--- src/rtl/multicycle_sequencer.sv ---
`default_nettype none
// +----------------------------------------------------------------------------+
// | Module      : multicycle_sequencer                                         |
// | Description : Top-level control sequencer for the multicycle MIPS core.    |
// |               Fetches with a configurable memory latency, decodes into     |
// |               instruction classes and dispatches to per-class execution    |
// |               sub-FSMs. It also runs the mult/div start/done handshake     |
// |               with a timeout and sequences exceptions (invalid opcode,     |
// |               overflow, divide-by-zero) through EPC save and vector fetch. |
// | Revision    : 1.0 - initial release                                        |
// +----------------------------------------------------------------------------+
// | Ports                                                                      |
// |   clk          in   1  core clock, rising edge                             |
// |   rst_n        in   1  asynchronous active-low reset                       |
// |   opcode_i     in   6  IR[31:26]                                           |
// |   funct_i      in   6  IR[5:0]                                             |
// |   ovf_i        in   1  ALU overflow, sampled on the exec_done cycle        |
// |   divzero_i    in   1  divisor == 0, sampled in MD_ISSUE                   |
// |   exec_done_i  in   1  class sub-FSM finished (pulse)                      |
// |   md_done_i    in   1  mult/div result ready (pulse)                       |
// |   reset_out_o  out  1  register-bank/stack reset request                   |
// |   pc_write_o   out  1  PC load enable                                      |
// |   pc_src_o     out  2  00 PC+4, 10 vector byte from memory                 |
// |   ir_write_o   out  1  IR load enable                                      |
// |   ab_write_o   out  1  A/B register load enable                            |
// |   iord_o       out  2  memory address select: 00 PC, 10 exception vector   |
// |   exec_go_o    out  1  start pulse to the class sub-FSM                    |
// |   iclass_o     out  3  decoded class, held from decode until next fetch    |
// |   md_start_o   out  1  start pulse to the mult/div unit                    |
// |   md_timeout_o out  1  sticky: mult/div unit never answered               |
// |   epc_write_o  out  1  EPC load enable                                     |
// |   exc_code_o   out  2  0 invalid, 1 overflow, 2 divide-by-zero             |
// |   state_o      out  4  current state (debug)                               |
// +----------------------------------------------------------------------------+
module multicycle_sequencer #(
  parameter int MEM_LAT    = 2,
  parameter int MD_TIMEOUT = 40,
  parameter int VEC_BASE   = 253
) (
  input  logic       clk,
  input  logic       rst_n,
  input  logic [5:0] opcode_i,
  input  logic [5:0] funct_i,
  input  logic       ovf_i,
  input  logic       divzero_i,
  input  logic       exec_done_i,
  input  logic       md_done_i,
  output logic       reset_out_o,
  output logic       pc_write_o,
  output logic [1:0] pc_src_o,
  output logic       ir_write_o,
  output logic       ab_write_o,
  output logic [1:0] iord_o,
  output logic       exec_go_o,
  output logic [2:0] iclass_o,
  output logic       md_start_o,
  output logic       md_timeout_o,
  output logic       epc_write_o,
  output logic [1:0] exc_code_o,
  output logic [3:0] state_o
);

  // The three vectors live at VEC_BASE..VEC_BASE+2 and must stay byte-addressable.
  if (MEM_LAT < 1 || MD_TIMEOUT < 1 || VEC_BASE < 0 || VEC_BASE > 253) begin : g_param_check
    $error("multicycle_sequencer: illegal parameter value");
  end

  // ---------------------------------------------------------------------------
  // Encodings
  // ---------------------------------------------------------------------------
  typedef enum logic [3:0] {
    S_RST        = 4'd0,
    S_FETCH_WAIT = 4'd1,
    S_FETCH_IR   = 4'd2,
    S_DECODE     = 4'd3,
    S_EXEC       = 4'd4,
    S_MD_ISSUE   = 4'd5,
    S_MD_WAIT    = 4'd6,
    S_EXC_EPC    = 4'd7,
    S_EXC_VEC    = 4'd8,
    S_EXC_LOAD   = 4'd9
  } state_e;

  localparam logic [2:0] c_cls_r_alu   = 3'd0;
  localparam logic [2:0] c_cls_imm     = 3'd1;
  localparam logic [2:0] c_cls_branch  = 3'd2;
  localparam logic [2:0] c_cls_mem     = 3'd3;
  localparam logic [2:0] c_cls_jump    = 3'd4;
  localparam logic [2:0] c_cls_muldiv  = 3'd5;
  localparam logic [2:0] c_cls_invalid = 3'd6;

  localparam logic [1:0] c_exc_invalid = 2'd0;
  localparam logic [1:0] c_exc_ovf     = 2'd1;
  localparam logic [1:0] c_exc_divzero = 2'd2;

  localparam logic [1:0] c_pc_src_alu = 2'b00;
  localparam logic [1:0] c_pc_src_vec = 2'b10;
  localparam logic [1:0] c_iord_pc    = 2'b00;
  localparam logic [1:0] c_iord_vec   = 2'b10;

  // Opcodes
  localparam logic [5:0] c_op_rtype = 6'h00;
  localparam logic [5:0] c_op_sram  = 6'h01;
  localparam logic [5:0] c_op_j     = 6'h02;
  localparam logic [5:0] c_op_jal   = 6'h03;
  localparam logic [5:0] c_op_beq   = 6'h04;
  localparam logic [5:0] c_op_bne   = 6'h05;
  localparam logic [5:0] c_op_ble   = 6'h06;
  localparam logic [5:0] c_op_bgt   = 6'h07;
  localparam logic [5:0] c_op_addi  = 6'h08;
  localparam logic [5:0] c_op_addiu = 6'h09;
  localparam logic [5:0] c_op_slti  = 6'h0a;
  localparam logic [5:0] c_op_lui   = 6'h0f;
  localparam logic [5:0] c_op_lb    = 6'h20;
  localparam logic [5:0] c_op_lh    = 6'h21;
  localparam logic [5:0] c_op_lw    = 6'h23;
  localparam logic [5:0] c_op_sb    = 6'h28;
  localparam logic [5:0] c_op_sh    = 6'h29;
  localparam logic [5:0] c_op_sw    = 6'h2b;

  // R-type function codes
  localparam logic [5:0] c_fn_sll   = 6'h00;
  localparam logic [5:0] c_fn_srl   = 6'h02;
  localparam logic [5:0] c_fn_sra   = 6'h03;
  localparam logic [5:0] c_fn_sllv  = 6'h04;
  localparam logic [5:0] c_fn_xchg  = 6'h05;
  localparam logic [5:0] c_fn_srav  = 6'h07;
  localparam logic [5:0] c_fn_jr    = 6'h08;
  localparam logic [5:0] c_fn_break = 6'h0d;
  localparam logic [5:0] c_fn_mfhi  = 6'h10;
  localparam logic [5:0] c_fn_mflo  = 6'h12;
  localparam logic [5:0] c_fn_rte   = 6'h13;
  localparam logic [5:0] c_fn_mult  = 6'h18;
  localparam logic [5:0] c_fn_div   = 6'h1a;
  localparam logic [5:0] c_fn_add   = 6'h20;
  localparam logic [5:0] c_fn_sub   = 6'h22;
  localparam logic [5:0] c_fn_and   = 6'h24;
  localparam logic [5:0] c_fn_slt   = 6'h2a;

  // One counter serves both the memory-latency waits and the mult/div timeout.
  localparam int c_cnt_max = (MEM_LAT > MD_TIMEOUT) ? MEM_LAT : MD_TIMEOUT;
  localparam int c_cnt_w   = $clog2(c_cnt_max + 1);
  localparam logic [c_cnt_w-1:0] c_lat_last = c_cnt_w'(MEM_LAT - 1);
  localparam logic [c_cnt_w-1:0] c_md_last  = c_cnt_w'(MD_TIMEOUT - 1);
  localparam logic [c_cnt_w-1:0] c_cnt_one  = c_cnt_w'(1);

  // ---------------------------------------------------------------------------
  // Registers
  // ---------------------------------------------------------------------------
  state_e               state_q, state_d;
  logic [c_cnt_w-1:0]   cnt_q, cnt_d;
  logic                 reset_out_q, reset_out_d;
  logic                 pc_write_q, pc_write_d;
  logic [1:0]           pc_src_q, pc_src_d;
  logic                 ir_write_q, ir_write_d;
  logic                 ab_write_q, ab_write_d;
  logic [1:0]           iord_q, iord_d;
  logic                 exec_go_q, exec_go_d;
  logic [2:0]           iclass_q, iclass_d;
  logic                 md_start_q, md_start_d;
  logic                 md_timeout_q, md_timeout_d;
  logic                 epc_write_q, epc_write_d;
  logic [1:0]           exc_code_q, exc_code_d;

  logic [2:0]           w_cls;
  logic                 w_ovf_trap;
  logic                 w_div_by_zero;
  logic                 w_md_expired;

  // ---------------------------------------------------------------------------
  // Instruction classification
  // ---------------------------------------------------------------------------
  always_comb begin
    w_cls = c_cls_invalid;
    if (opcode_i == c_op_rtype) begin
      case (funct_i)
        c_fn_add, c_fn_and, c_fn_sub, c_fn_slt, c_fn_sll, c_fn_sllv, c_fn_sra,
        c_fn_srav, c_fn_srl, c_fn_jr, c_fn_mfhi, c_fn_mflo, c_fn_break,
        c_fn_rte, c_fn_xchg:           w_cls = c_cls_r_alu;
        c_fn_div, c_fn_mult:           w_cls = c_cls_muldiv;
        default:                       w_cls = c_cls_invalid;
      endcase
    end else begin
      case (opcode_i)
        c_op_addi, c_op_addiu, c_op_slti, c_op_lui, c_op_sram:
                                       w_cls = c_cls_imm;
        c_op_beq, c_op_bne, c_op_ble, c_op_bgt:
                                       w_cls = c_cls_branch;
        c_op_lb, c_op_lh, c_op_lw, c_op_sb, c_op_sh, c_op_sw:
                                       w_cls = c_cls_mem;
        c_op_j, c_op_jal:              w_cls = c_cls_jump;
        default:                       w_cls = c_cls_invalid;
      endcase
    end
  end

  // Only signed add/sub/addi trap on overflow; addiu and everything else ignore ovf.
  assign w_ovf_trap = ovf_i &&
                      (((opcode_i == c_op_rtype) && ((funct_i == c_fn_add) || (funct_i == c_fn_sub))) ||
                       (opcode_i == c_op_addi));

  // mult never traps on a zero operand.
  assign w_div_by_zero = divzero_i && (funct_i == c_fn_div);

  // ---------------------------------------------------------------------------
  // Next state and next (registered) outputs
  // ---------------------------------------------------------------------------
  always_comb begin
    state_d       = state_q;
    cnt_d         = cnt_q;
    iclass_d      = iclass_q;
    exc_code_d    = exc_code_q;
    md_timeout_d  = md_timeout_q;
    exec_go_d     = 1'b0;
    md_start_d    = 1'b0;
    reset_out_d   = 1'b0;
    pc_write_d    = 1'b0;
    pc_src_d      = c_pc_src_alu;
    ir_write_d    = 1'b0;
    ab_write_d    = 1'b0;
    iord_d        = c_iord_pc;
    epc_write_d   = 1'b0;
    w_md_expired  = 1'b0;

    case (state_q)
      S_RST: begin
        state_d = S_FETCH_WAIT;
      end

      S_FETCH_WAIT: begin
        if (cnt_q == c_lat_last) begin
          state_d = S_FETCH_IR;
          cnt_d   = '0;
        end else begin
          cnt_d = cnt_q + c_cnt_one;
        end
      end

      S_FETCH_IR: begin
        state_d = S_DECODE;
      end

      S_DECODE: begin
        iclass_d = w_cls;
        if (w_cls == c_cls_invalid) begin
          state_d    = S_EXC_EPC;
          exc_code_d = c_exc_invalid;
        end else if (w_cls == c_cls_muldiv) begin
          state_d = S_MD_ISSUE;
        end else begin
          state_d   = S_EXEC;
          exec_go_d = 1'b1;
        end
      end

      S_EXEC: begin
        // Overflow takes priority over normal completion.
        if (exec_done_i) begin
          if (w_ovf_trap) begin
            state_d    = S_EXC_EPC;
            exc_code_d = c_exc_ovf;
          end else begin
            state_d = S_FETCH_WAIT;
          end
        end
      end

      S_MD_ISSUE: begin
        if (w_div_by_zero) begin
          state_d    = S_EXC_EPC;
          exc_code_d = c_exc_divzero;
        end else begin
          state_d    = S_MD_WAIT;
          md_start_d = 1'b1;
          cnt_d      = '0;
        end
      end

      S_MD_WAIT: begin
        // A done arriving on the last allowed cycle still counts as done.
        if (md_done_i) begin
          state_d = S_FETCH_WAIT;
        end else if (cnt_q == c_md_last) begin
          state_d      = S_FETCH_WAIT;
          w_md_expired = 1'b1;
        end else begin
          cnt_d = cnt_q + c_cnt_one;
        end
      end

      S_EXC_EPC: begin
        state_d = S_EXC_VEC;
        cnt_d   = '0;
      end

      S_EXC_VEC: begin
        if (cnt_q == c_lat_last) begin
          state_d = S_EXC_LOAD;
          cnt_d   = '0;
        end else begin
          cnt_d = cnt_q + c_cnt_one;
        end
      end

      S_EXC_LOAD: begin
        state_d = S_FETCH_WAIT;
      end

      default: begin
        state_d = S_RST;
        cnt_d   = '0;
      end
    endcase

    // Starting a new fetch drops the per-instruction context. md_timeout is
    // raised on the fetch that follows an expired wait and stays up for that
    // whole instruction; any other fetch entry clears it.
    if ((state_d == S_FETCH_WAIT) && (state_q != S_FETCH_WAIT)) begin
      cnt_d        = '0;
      iclass_d     = '0;
      exc_code_d   = '0;
      md_timeout_d = w_md_expired;
    end

    // Level outputs follow the state being entered so they line up with it.
    case (state_d)
      S_RST:        reset_out_d = 1'b1;
      S_FETCH_IR: begin
        ir_write_d = 1'b1;
        pc_write_d = 1'b1;
        pc_src_d   = c_pc_src_alu;
      end
      S_DECODE:     ab_write_d  = 1'b1;
      S_EXC_EPC:    epc_write_d = 1'b1;
      S_EXC_VEC:    iord_d      = c_iord_vec;
      S_EXC_LOAD: begin
        iord_d     = c_iord_vec;
        pc_write_d = 1'b1;
        pc_src_d   = c_pc_src_vec;
      end
      default: ;
    endcase
  end

  always_ff @(posedge clk or negedge rst_n) begin
    if (!rst_n) begin
      state_q      <= S_RST;
      cnt_q        <= '0;
      reset_out_q  <= 1'b1;
      pc_write_q   <= 1'b0;
      pc_src_q     <= '0;
      ir_write_q   <= 1'b0;
      ab_write_q   <= 1'b0;
      iord_q       <= '0;
      exec_go_q    <= 1'b0;
      iclass_q     <= '0;
      md_start_q   <= 1'b0;
      md_timeout_q <= 1'b0;
      epc_write_q  <= 1'b0;
      exc_code_q   <= '0;
    end else begin
      state_q      <= state_d;
      cnt_q        <= cnt_d;
      reset_out_q  <= reset_out_d;
      pc_write_q   <= pc_write_d;
      pc_src_q     <= pc_src_d;
      ir_write_q   <= ir_write_d;
      ab_write_q   <= ab_write_d;
      iord_q       <= iord_d;
      exec_go_q    <= exec_go_d;
      iclass_q     <= iclass_d;
      md_start_q   <= md_start_d;
      md_timeout_q <= md_timeout_d;
      epc_write_q  <= epc_write_d;
      exc_code_q   <= exc_code_d;
    end
  end

  assign reset_out_o  = reset_out_q;
  assign pc_write_o   = pc_write_q;
  assign pc_src_o     = pc_src_q;
  assign ir_write_o   = ir_write_q;
  assign ab_write_o   = ab_write_q;
  assign iord_o       = iord_q;
  assign exec_go_o    = exec_go_q;
  assign iclass_o     = iclass_q;
  assign md_start_o   = md_start_q;
  assign md_timeout_o = md_timeout_q;
  assign epc_write_o  = epc_write_q;
  assign exc_code_o   = exc_code_q;
  assign state_o      = state_q;

endmodule
`default_nettype wire

--- config.mk ---
export PLATFORM = sky130hd
export DESIGN_NAME = multicycle_sequencer
export DESIGN_NICKNAME = d
export VERILOG_FILES = /design/src/rtl/multicycle_sequencer.sv
export SDC_FILE = /design/constraint.sdc
export NUM_CORES = 1
export LEC_CHECK = 0
export CAP_MARGIN = 20
export CORE_ASPECT_RATIO = 0.7
export CORE_MARGIN = 1
export CORE_UTILIZATION = 43
export DETAILED_ROUTE_END_ITERATION = 8
export PLACE_DENSITY = 0.81
export SETUP_SLACK_MARGIN = 0.3
export SYNTH_ARGS = -nofsm -noshare
export SYNTH_HDL_FRONTEND = slang
export SYNTH_SLANG_ARGS = --single-unit
--- constraint.sdc ---
create_clock -name clk -period 2.26 [get_ports clk]
set_clock_uncertainty 0.05 [all_clocks]
set_input_delay 0.452 -clock clk [delete_from_list [all_inputs] [get_ports clk]]
set_output_delay 0.452 -clock clk [all_outputs]
set_load 0.1 [all_outputs]
# == Word-level counts from Yosys, hierarchy flattened ==
# Memory sizes are Yosys's and may differ from the RTL's.
# Cells that the tools add are included.
# totals
reg_bits,27
latch_bits,0
ram_bits,0
rom_bits,384
output_inout_bits,21
wordCells,107
memories,2
# op_classes
addsub,1
multipliers,0
n_div,0
n_lt_le_gt_ge,0
eq_ne,32
n_shift,0
muxes,40
bitwise,0
n_reduce_logical,18
# mem_list
memory,words,width,read_ports,rd_clocked_by_memory_dff,wr,line_no,source
(no name shown),64,3,1,0,0,176,case (funct_i)
(no name shown),64,3,1,0,0,184,case (opcode_i)
# ops
cell,count
4-bit case mux with 9 select lines,1
6-bit two-way mux,5
6-bit case mux with 4 select lines,1
3-bit != test (second input constant),7
4-bit by 3-bit equality test with 1-bit output (second input constant),5
4-bit two-way mux,5
6-bit equality test (second input constant),3
4-bit by 2-bit equality test with 1-bit output (second input constant),4
4-bit equality test (second input constant),4
2-bit two-way mux,8
1-bit two-way mux,15
3-bit two-way mux,4
4-bit by 1-bit equality test with 1-bit output (second input constant),2
4-bit logical NOT,2
2-bit OR reduction,4
6-bit by 1-bit adder with 6-bit output (second input constant),1
3-bit equality test (second input constant),2
6-bit by 1-bit equality test with 1-bit output (second input constant),1
6-bit by 4-bit equality test with 1-bit output (second input constant),1
6-bit by 5-bit equality test with 1-bit output (second input constant),1
6-bit logical NOT,1
2-bit case mux with 3 select lines,1
5-bit AND reduction,1
5-bit OR reduction,1
7 further kinds,11

# == Logic depth before layout (Yosys ltp) ==
# depth
depth_word,12
mapped_depth,9

# == Least setup slack after synthesis ==
# Ideal clock, no wire load.
# synth_timing
kind,register to register
from,register state_q[0] (netlist: state_o[0])
to,register exc_code_q[0] (netlist: exc_code_o[0])
setup_ns,0.126
t_arrival_ns,2.611
slack_ns,-0.526
path_stages_with_launch,8
n_path_buf,2
synth_period_minus_slack_ns,2.786
path_cell_list,dfrtp_1 > clkbuf_1 > nand2_1 > or3_1 > clkbuf_1 > or4_4 > a31oi_4 > a21oi_2
# synth_via
elab_chain_len,7
# synth_lines
item,line_no,source
from (decl),150,"state_e state_q, state_d;"
from (signal assigned),362,state_q <= state_d;
4-bit equality test (tied with other cells),225,case (state_q)
2-bit OR reduction (no source line) / 4-bit two-way mux (equally long branches),n/a,
4-bit case mux with 9 select lines,225,
4-bit by 1-bit equality test with 1-bit output,318,if ((state_d == S_FETCH_WAIT) && (state_q != S_FETCH_WAIT)) begin
1-bit logical AND,318,
3-bit != test (no source line) / 4-bit nonzero test (equally long branches),n/a,
5-bit AND reduction (no source line),n/a,
to (signal assigned),375,exc_code_q <= exc_code_d;
to (decl),163,"logic [1:0] exc_code_q, exc_code_d;"
# Several ways; a longest one is shown, not always the timed one.
# A chain may end at the register's enable or synchronous reset.

# == Worst setup path in the final report ==
# layout_timing
from,input opcode_i[2]
to,register exc_code_q[0] (netlist: exc_code_o[0])
# layout_via
elab_chain_len,11
# layout_lines
item,line_no,source
from (decl),42,"input logic [5:0] opcode_i,"
"parallel branches: the longest is 11 deep, another holds memory read 64 x 3 bit",n/a,
# Parallel ways; which one is timed is not known.

==> flow_summary.yaml <==
logic_synthesis:
  yosys_warnings: 0
  synth-seq-cells: 25
  syn-instance-count: 170
  yosysSeqAreaShare_pct: 40.4
  synth_edf_count: 0
  synthFlopType: "dfrtp_1"
  yosysTopAreaCell: "dfrtp_1"
  avgSynthCellArea_sq_um: 9.12
  synth-simple-area-share_pct: 30.2
  synth_most_common_cell: "dfrtp_1"
  muxShareOfSynthArea_pct: 0.646
  synth_compound_area_share_pct: 18.8
  synth_common_cells: "dfrtp_1 (24), nor2_1 (22), o21ai_0 (11)"
  synth_top_family_by_area: "simple AND/OR/NAND/NOR gates"
  synth.distinct_cells: 53
  synthAdderAreaFrac_pct: 1.61
  synthXorXnorAreaFrac_pct: 3.95
  synth_area_leaders: "dfrtp_1 (39%), nor2_1 (5.3%), o21ai_0 (3.6%), a211oi_1 (2.9%), xor2_1 (2.8%)"
  synth_top_cell_area_share_pct: 38.7
  async_flop_share_pct: 100
  syn_area_sq_mm: 0.00155
cells_and_area:
  area_growth_pct: 57.4
  nets: 269
  drive_above_1_share_pct: 48.4
  final_area_sq_mm: 0.00244
  num_antenna_cells: 0
setup_path:
  start_kind: "input pin"
  arrival_ns: 2.55
  critPathMaxFanout: 3
  rr_startpoint: "cnt_q[3]"
  critPathKind: "in -> reg"
  end_kind: "flip-flop"
  r2r_cells: 9
  r2r_slack_ns: 0.05
  critPathRequiredTime_ns: 2.37
  r2r_end: "cnt_q[1]"
worst_hold_path:
  worst_hold_startpoint: "state_o[2]"
  hold_class: "reg -> reg"
  holdPathStages: 1
  worstHoldEndpoint: "ab_write_o"
drt:
  drc_errors: 0
  drt_pass1_iterations: 4
  routedWlPerCell_um: 17.4
  drt_iter0_drc: 170
  drt-total-wl_um: 5140
  vias: 1693
  ant_nets: 0
  routed_via_density: 5.74
power_and_ir_drop:
  p_sw_mw: 1.67
  pwr-share-seq_pct: 23.1
  leakagePower_nw: 1.11
  combPwrFrac_pct: 68.2
  pwr-share-clk_pct: 8.7
  ir_drop_uv: 877
  p_int_mw: 1.36
  p_sw_share_pct: 55.0
  p_per_area_mw_per_mm2: 1240
sta:
  fmax_mhz: 409
  finalCritPeriodShare_pct: 108
  hold_viol_final: 0
  hold_slack_ns: 0.476
  tightest_slew_ns: 0.576
  setup_viol: 13
  rsz0062_at_grt: "yes"
  maxSlewViolCount: 0
  fin_ws_ns: -0.185
  period_needed_ns: 2.45
  relSlewSlack_pct: 61.4
clock_tree:
  cts_buffers: 3
  clkTransAtPathRegs_ns: 0.08
  cts_tree: "done"
  cts-root-buf: "clkbuf_8"
  htreeDepth: 1
  clockBufferDepth: 2
  hold_buffers: 0
  clock-sinks: 25
  clkLatencyLatePin_ns: 0.27
global_routing:
  grt_max_degree: 26
  antenna_found_initial: 0
  grt_pass1_vias: 1582
  grt_pass1_wl_um: 7730
  grt.total_usage_pct: 27.3
  grt-ovfl-total: 0
status:
  violations: "setup timing"
  status: "finished, violations left"
placement:
  hpwlAfterDp_um: 3410
  globalplace.congestion: 0.890
  portBuffers: 36
  place_area_sq_mm: 0.00217
floorplanning:
  io_pins: 39
  start_util_pct: 47.0
  design.core.area_sq_mm: 0.00330
  fp.dieH_um: 52.2
  rows: 17
  die_w_um: 73.8
  die-area_sq_mm: 0.00385
flow_run:
  max_cap_violations: 0
per-stage QoR:
stage	setup slack, ns	util (%)	instances	setup TNS (ns)	total power [mW]
finish	-0.185	74.0	295	-1.00	3.03
global route	-0.231	74.0	295	-1.89	3.17
CTS	-0.0701	70.8	290	-0.428	2.92
detailed placement	-0.784	65.7	279	-10.70	2.61
global placement	-0.676	65.7	279	-9.26	2.54
floorplan	-0.242	-	171	-2.05	2.08
layout make-up:
| class | count | area, sq um |
|---|---|---|
| Multi-Input combinational cell | 131 | 1020 |
| Fill cell | 233 | 857 |
| Timing Repair Buffer | 83 | 658 |
| Sequential cell | 25 | 634 |
| Tap cell | 47 | 58.8 |
| Clock buffer | 4 | 45.0 |
| Inverter | 5 | 18.8 |
flip-flops by register name (all words and copies together) (netlist names):
register	count
exc_code_o	2
md_start_o	1
iclass_o	3
reset_out_o	1
ab_write_o	1
state_o	4
cnt_q	6
ir_write_o	1
md_timeout_o	1
pc_src_o	1
epc_write_o	1
iord_o	1
pc_write_o	1
exec_go_o	1
power groups by stage:
stage	sequential, mW	clock [mW]	combinational, mW
2_1_floorplan	1.31	0	0.762
3_3_place_gp	0.692	0	1.85
3_5_place_dp	0.702	0	1.90
4_1_cts	0.695	0.267	1.96
5_1_grt	0.715	0.289	2.17
6_report	0.700	0.265	2.07
cell usage in the layout, fill, tap and decap left out, types with 3 or more instances in the layout:
cell              n
a211oi_2          5
a21oi_1           6
and2_1            3
buf_4            63
buf_6             6
clkbuf_2          3
clkbuf_8          3
clkdlybuf4s50_1   5
dfrtp_1          20
dfrtp_2           3
dlygate4sd2_1     3
inv_1             4
nand2_1           7
nand2b_1          3
nand3_1           5
nand4_1           5
nor2_1           17
nor2_2            3
nor2b_1           3
nor3_1            3
o21a_1            3
o21ai_0           9
or2_2             3
or4_4             3
xor2_1            5
worst max path at each step:
stage          cells after the start   startpoint  slack [ns]            end
4_1_cts                            9  opcode_i[2]       -0.07  exc_code_o[0]
6_report                          10  opcode_i[2]       -0.19  exc_code_o[0]
3_5_place_dp                       8  opcode_i[4]       -0.78  exc_code_o[0]
3_3_place_gp                       8  opcode_i[5]       -0.68  exc_code_o[0]
2_1_floorplan                      7  opcode_i[5]       -0.24  exc_code_o[0]
5_1_grt                           10  opcode_i[2]       -0.23  exc_code_o[0]
worst max-delay path, stage by stage:
cell,delay [ns]
buf_6,0.09
buf_6,0.10
or4_4,0.50
a211oi_2,0.24
a211oi_2,0.10
buf_4,0.17
buf_6,0.11
or4_4,0.54
a31oi_4,0.17
a21oi_2,0.08
timing repair:
action | CTS | global route
setup endpoints to repair | 17 | 17
setup buffers | 7 | 5
gates resized for setup | 44 | 25
pin swaps | 23 | 10
metal layers:
layer | wire length (um) | part of all wire [%] | GRT usage, % | up-vias
met5 | 0 | 0 | 0 | -
met4 | 101 | 2.0 | 5.77 | 0
met3 | 365 | 7.1 | 5.38 | 17
met2 | 2460 | 48 | 44.8 | 85
met1 | 2210 | 43 | 37.4 | 816
li1 | - | - | - | 775
cells by family (layout without fill, tap and decap cells):
logic type / Yosys count / after routing
adders and majority gates: 2 / 2
other: 1 / 2
and+or+nand+nor: 79 / 79
muxes: 1 / 1
DFF: 25 / 25
AOI/OAI and AO/OA: 40 / 40
xor gates and xnor gates: 7 / 7
buffers and inverters: 15 / 92
Power figures use the tool's default switching activity.
